## config.mk

```make
export PLATFORM = sky130hd
export DESIGN_NAME = instr_fetch_unit
export DESIGN_NICKNAME = d
export VERILOG_FILES = /design/src/rtl/instr_fetch_unit.sv
export SDC_FILE = /design/constraint.sdc
export NUM_CORES = 1
export LEC_CHECK = 0
export CORE_MARGIN = 3
export CORE_UTILIZATION = 39
export CTS_BUF_LIST = sky130_fd_sc_hd__clkbuf_4
export DETAILED_ROUTE_END_ITERATION = 7
export GPL_TIMING_DRIVEN = 1
export SKIP_LAST_GASP = 1
export SYNTH_ARGS = -nofsm -noshare
export SYNTH_HDL_FRONTEND = slang
export SYNTH_SLANG_ARGS = --single-unit
```

## constraint.sdc

```tcl
create_clock -name clk -period 4.4 [get_ports clk]
set_input_delay 1.1 -clock clk [delete_from_list [all_inputs] [get_ports clk]]
set_output_delay 1.1 -clock clk [all_outputs]
set_load 0.02 [all_outputs]
```

## src/rtl/instr_fetch_unit.sv

```systemverilog
// Purpose : instruction fetch front end; issues word fetches, buffers returned words, and hands them to decode.
// Latency : a memory response in cycle T is visible on instr_* in cycle T+1; one request per cycle at best.
// Backpressure: credit based; a request issues only while buffer + live + drop in-flight words leave a free slot.
//
// Ports:
//   clk, rst_n                          clock, asynchronous active-low reset
//   imem_req_valid/ready/addr           fetch request channel (valid/ready)
//   imem_rsp_valid/data                 in-order response words, no backpressure
//   redirect_valid/pc                   single-cycle taken branch/jump with new target
//   instr_valid/ready                   decode-side handshake
//   instr_data/pc                       word at buffer head and its address
//   instr_op/funct3/funct7_5            pre-decoded fields of instr_data
module instr_fetch_unit #(
  parameter logic [31:0] RESET_PC = 32'h0000_0000,
  parameter int          DEPTH    = 2
) (
  input  logic        clk,
  input  logic        rst_n,
  output logic        imem_req_valid,
  input  logic        imem_req_ready,
  output logic [31:0] imem_req_addr,
  input  logic        imem_rsp_valid,
  input  logic [31:0] imem_rsp_data,
  input  logic        redirect_valid,
  input  logic [31:0] redirect_pc,
  output logic        instr_valid,
  input  logic        instr_ready,
  output logic [31:0] instr_data,
  output logic [31:0] instr_pc,
  output logic [6:0]  instr_op,
  output logic [2:0]  instr_funct3,
  output logic        instr_funct7_5
);

  // Counter width holds 0..DEPTH; occupancy sum gets headroom for three counters.
  localparam int CW = $clog2(DEPTH + 1);
  localparam int PW = (DEPTH > 1) ? $clog2(DEPTH) : 1;
  localparam int SW = CW + 2;

  localparam logic [PW-1:0] LAST_IDX = PW'(DEPTH - 1);

  // Fetch state
  logic [31:0]   fetch_pc;
  logic [31:0]   rsp_pc;     // address belonging to the next live response
  logic [CW-1:0] live_cnt;   // requests whose words will be kept
  logic [CW-1:0] drop_cnt;   // requests whose words belong to a squashed path

  // Instruction buffer
  logic [31:0]   buf_data [DEPTH];
  logic [31:0]   buf_pc   [DEPTH];
  logic [PW-1:0] rd_ptr;
  logic [PW-1:0] wr_ptr;
  logic [CW-1:0] buf_cnt;

  // Per-cycle events
  logic          req_fire;
  logic          pop;
  logic          push;
  logic          rsp_drop;
  logic [SW-1:0] occupancy;
  logic [31:0]   redirect_aligned;

  function automatic logic [PW-1:0] ptr_inc(input logic [PW-1:0] p);
    return (p == LAST_IDX) ? '0 : p + PW'(1);
  endfunction

  assign redirect_aligned = {redirect_pc[31:2], 2'b00};

  // ---------------------------------------------------------------------------
  // Handshake events
  // ---------------------------------------------------------------------------
  assign instr_valid = (buf_cnt != '0);
  assign pop         = instr_valid && instr_ready;

  // A pop this cycle frees a slot before any word fetched now can come back
  // (responses are at least one cycle after acceptance), so it is credited
  // immediately. This is what lets a 2-deep buffer stream with no bubbles.
  assign occupancy = SW'(buf_cnt) + SW'(live_cnt) + SW'(drop_cnt) - SW'(pop);

  // rst_n gates the request so nothing is offered while held in reset; the
  // first cycle after release already presents RESET_PC.
  assign imem_req_valid = rst_n && !redirect_valid && (occupancy < SW'(DEPTH));
  assign imem_req_addr  = fetch_pc;
  assign req_fire       = imem_req_valid && imem_req_ready;

  // Responses in a redirect cycle are squashed whatever the drop count says;
  // the drop counter update below accounts for that word.
  assign push     = imem_rsp_valid && !redirect_valid && (drop_cnt == '0);
  assign rsp_drop = imem_rsp_valid && !redirect_valid && (drop_cnt != '0);

  // ---------------------------------------------------------------------------
  // Fetch PC, live / drop accounting
  // ---------------------------------------------------------------------------
  always_ff @(posedge clk or negedge rst_n) begin
    if (!rst_n) begin
      fetch_pc <= RESET_PC;
      rsp_pc   <= RESET_PC;
      live_cnt <= '0;
      drop_cnt <= '0;
    end else if (redirect_valid) begin
      fetch_pc <= redirect_aligned;
      rsp_pc   <= redirect_aligned;
      live_cnt <= '0;
      // Everything still live becomes garbage; a response arriving right now
      // retires one of the outstanding words.
      drop_cnt <= drop_cnt + live_cnt - CW'(imem_rsp_valid);
    end else begin
      if (req_fire) begin
        fetch_pc <= fetch_pc + 32'd4;  // natural 32-bit wrap
      end
      if (push) begin
        rsp_pc <= rsp_pc + 32'd4;
      end
      live_cnt <= live_cnt + CW'(req_fire) - CW'(push);
      drop_cnt <= drop_cnt - CW'(rsp_drop);
    end
  end

  // ---------------------------------------------------------------------------
  // Instruction buffer control
  // ---------------------------------------------------------------------------
  always_ff @(posedge clk or negedge rst_n) begin
    if (!rst_n) begin
      rd_ptr  <= '0;
      wr_ptr  <= '0;
      buf_cnt <= '0;
    end else if (redirect_valid) begin
      // Flush; a pop in this cycle still counts as delivered to decode.
      rd_ptr  <= '0;
      wr_ptr  <= '0;
      buf_cnt <= '0;
    end else begin
      if (push) begin
        wr_ptr <= ptr_inc(wr_ptr);
      end
      if (pop) begin
        rd_ptr <= ptr_inc(rd_ptr);
      end
      buf_cnt <= buf_cnt + CW'(push) - CW'(pop);
    end
  end

  // Storage needs no reset: contents are only observed behind instr_valid.
  always_ff @(posedge clk) begin
    if (push) begin
      buf_data[wr_ptr] <= imem_rsp_data;
      buf_pc[wr_ptr]   <= rsp_pc;
    end
  end

  // ---------------------------------------------------------------------------
  // Decode-side outputs, held by the head entry until popped
  // ---------------------------------------------------------------------------
  assign instr_data     = buf_data[rd_ptr];
  assign instr_pc       = buf_pc[rd_ptr];
  assign instr_op       = instr_data[6:0];
  assign instr_funct3   = instr_data[14:12];
  assign instr_funct7_5 = instr_data[30];

endmodule

```

==> impl_metrics.py <==
metrics = {
    "placed_design": {
        "detailed_place_hpwl_um": 13200,
        "dp_cells": 1048,
        "globalplace.congestion": 0.846,
        "preCtsSetupSlack_ns": -0.780,
        "io_buffers": 172,
    },
    "critical_path": {
        "worstPathArrival_ns": 3.18,
        "critPathSlowestCell": "fa_1",
        "r2r_setup_slack_ns": 0.65,
        "cp_cell_sequence": "clkdlybuf4s15_1 -> nand2_4 -> xnor2_1 -> ha_1 -> a21o_1 -> ha_2 -> fa_1 -> nor3b_2 -> nand2_1 -> nor2_1 -> buf_4",
        "path_class": "primary input to output port",
        "critPathCaptureType": "output port",
        "cp-start-kind": "primary input",
        "crit_fanout": 3,
        "slowest_delay_ns": 0.48,
        "required_ns": 3.30,
    },
    "clock_tree": {
        "cts_buffers": 17,
        "cts.sinks": 192,
        "clk_latency_ns": 0.55,
        "h-tree-depth": 4,
        "clk_path_buf_depth": 2,
        "clk_pin_slew_ns": 0.15,
        "holdBufCountCts": 0,
        "cts-root-buf": "clkbuf_4",
        "cts_tree": "done",
    },
    "logic_synthesis": {
        "ys_seq_area_frac": 0.632,
        "synth_area_leader_cell": "edfxtp_1",
        "yosysWarnings": 0,
        "netlist_instances": 614,
        "synth_area_leaders": "edfxtp_1 43%, dfrtp_1 20%, mux2_2 12%",
        "synth_edf_count": 124,
        "synth_seq_cells": 192,
        "avgSynthCellArea_um2": 14.0,
        "synth_area_um2": 8590,
        "yosysUniqueCellTypes": 52,
        "ys_async_sr_fraction": 0.354,
        "ys.flop_type": "edfxtp_1",
        "synth_top_area_frac": 0.433,
    },
    "floorplanning": {
        "fp.dieH_um": 154,
        "num_rows": 53,
        "die_width_um": 154,
        "dieArea_um2": 23800,
        "core-area_um2": 21400,
        "ios": 179,
        "start_util": 0.402,
    },
    "final_layout": {
        "fill_cells": 1804,
        "regArea_um2": 5430,
        "multi_input_area_um2": 2980,
        "fin_nets": 881,
        "antenna_cells": 0,
        "instances_no_fill": 1086,
        "syn_to_final_growth_pct": 28.9,
        "drive_gt1_frac": 0.199,
    },
    "timing": {
        "drv_slew": 0,
        "setup_viol": 0,
        "fin_ws_ns": 0.116,
        "setup-tns-final_ns": 0,
        "holdWs_ns": 0.543,
        "timing.final.crit_share": 0.974,
        "worst_clock_skew_ns": 0.0308,
        "rsz0062_at_grt": "no",
        "worst_slew_pin_slew_ns": 0.913,
        "layout_min_cycle_time_ns": 4.28,
        "fmaxAchievable_mhz": 233,
        "slew_headroom": 0.391,
        "hold_viol_final": 0,
    },
    "detailed_routing": {
        "firstDrtPassIters": 5,
        "drt-vias-per-instance": 5.09,
        "num_vias": 5533,
        "drt_iter0_drc": 230,
        "drc": 0,
        "wl_per_cell_um": 17.4,
        "postRouteAntennaNets": 0,
        "drt-total-wl_um": 18900,
    },
    "grt": {
        "grt_pass1_vias": 5768,
        "grt_antenna_before_repair": 0,
        "grt_use_total": 0.162,
        "overflow": 0,
        "grt_pass1_wl_um": 30700,
        "grt_max_degree": 71,
    },
    "hold_path": {
        "hold_class": "flop to flop",
    },
    "outcome": {
        "status": "complete, no violations",
    },
    "power_and_ir_drop": {
        "power_uw": 4960,
        "peakVddDrop_uv": 200,
        "power_leakage_uw": 0.00396,
        "p_per_area_nw_per_um2": 448,
    },
    "flow_run": {
        "max_cap_violations": 0,
    },
}
## logic make-up after synthesis
| family | count (synthesis) | synth area share |
|---|---|---|
| xor gates and xnor gates | 56 | 0.0571 |
| AOI/OAI and AO/OA | 49 | 0.0384 |
| other | 1 | 0.000437 |
| DFF | 192 | 0.632 |
| muxes | 89 | 0.117 |
| and+or+nand+nor | 166 | 0.108 |
| adders and majority gates | 13 | 0.0207 |
| buffers and inverters | 48 | 0.0277 |
## power by group
group / leakage [uW] / total (uW) / internal [uW] / switching [uW]
registers: 0.00193 / 2240 / 2070 / 163
clock network: 0.000158 / 1030 / 456 / 575
logic: 0.00188 / 1690 / 889 / 805
total: 0.00396 / 4960 / 3420 / 1540
## state kept, by name (all words and copies together), names as in the netlist
| register | cells |
|---|---|
| buf_data | 64 |
| buf_pc | 60 |
| imem_req_addr | 30 |
| rsp_pc | 30 |
| buf_cnt | 2 |
| drop_cnt | 2 |
| live_cnt | 2 |
| rd_ptr | 1 |
| wr_ptr | 1 |
## through the flow
stage / utilization / area, um2
after floorplan: - / 8600
after global placement: 0.500 / 10700
after detailed placement: 0.500 / 10700
after CTS: 0.517 / 11000
after global routing: 0.519 / 11100
final: 0.519 / 11100
## Yosys cell counts, drive strengths merged (7+ instances only)
cell and number:
or3 7, o211ai 13, nor3 8, inv 14
dfrtp 68, edfxtp 124, nor4 7, nor2 20
nand3 35, nand4 25, ha 11, o21ai 12
xnor2 28, xor2 28, buf 21, mux2 88
clkbuf 13, nand2 39
## layout make-up
cell class | count | area share
flip-flops and latches | 192 | 0.490
multi-input cells | 377 | 0.269
repair buffers | 196 | 0.177
well taps | 275 | 0.0311
clock inverters | 14 | 0.0167
clock buffers | 18 | 0.0122
inverters | 14 | 0.00474
## path summary, 6_finish.rpt
path	start	end	depth (start not counted)
max	instr_ready	imem_req_valid	11
min	rsp_pc[8]	buf_pc[0][8]	0
max reg2reg	live_cnt[1]	imem_req_addr[26]	14
min reg2reg	rsp_pc[8]	buf_pc[0][8]	0
max in group asynchronous	rst_n	rd_ptr	2
min in group asynchronous	rst_n	live_cnt[1]	2
## layout by cell type, fill, tap and decap left out, types with 4 or more instances in the layout
cell / n
nand2_1: 38
or3_1: 7
nand3_1: 34
xnor2_1: 27
conb_1: 4
clkbuf_4: 18
nor2_1: 18
bufinv_16: 4
nand2b_1: 6
dfrtp_1: 67
a21oi_1: 5
mux2_2: 88
xor2_1: 28
ha_1: 10
o211ai_1: 13
buf_4: 20
nor3_1: 8
o21ai_0: 6
inv_1: 13
buf_12: 5
clkdlybuf4s50_1: 169
o21ai_1: 6
a21boi_0: 4
nand4_1: 24
edfxtp_1: 124
## repair_timing
item                                    CTS  global route
pin swaps                                 8             2
endpoints found under the setup margin    1             1
setup buffers                             3             3
resized for setup                        11             3
## critical path: cells and delay by family
| kind | cells | cell delay (ns) |
|---|---|---|
| AOI/OAI and AO/OA | 1 | 0.18 |
| and+or+nand+nor | 4 | 0.49 |
| xor gates and xnor gates | 1 | 0.12 |
| adders and majority gates | 3 | 0.95 |
| buffers and inverters | 2 | 0.35 |
## metal layers
metal	track usage	routed length [um]	part of all wire
met1	0.230	8740	0.46
met5	0	0	0
met4	0.0421	242	0.013
met3	0.0397	1240	0.066
met2	0.249	8660	0.46
No activity file was read; power rests on OpenSTA's default activity.
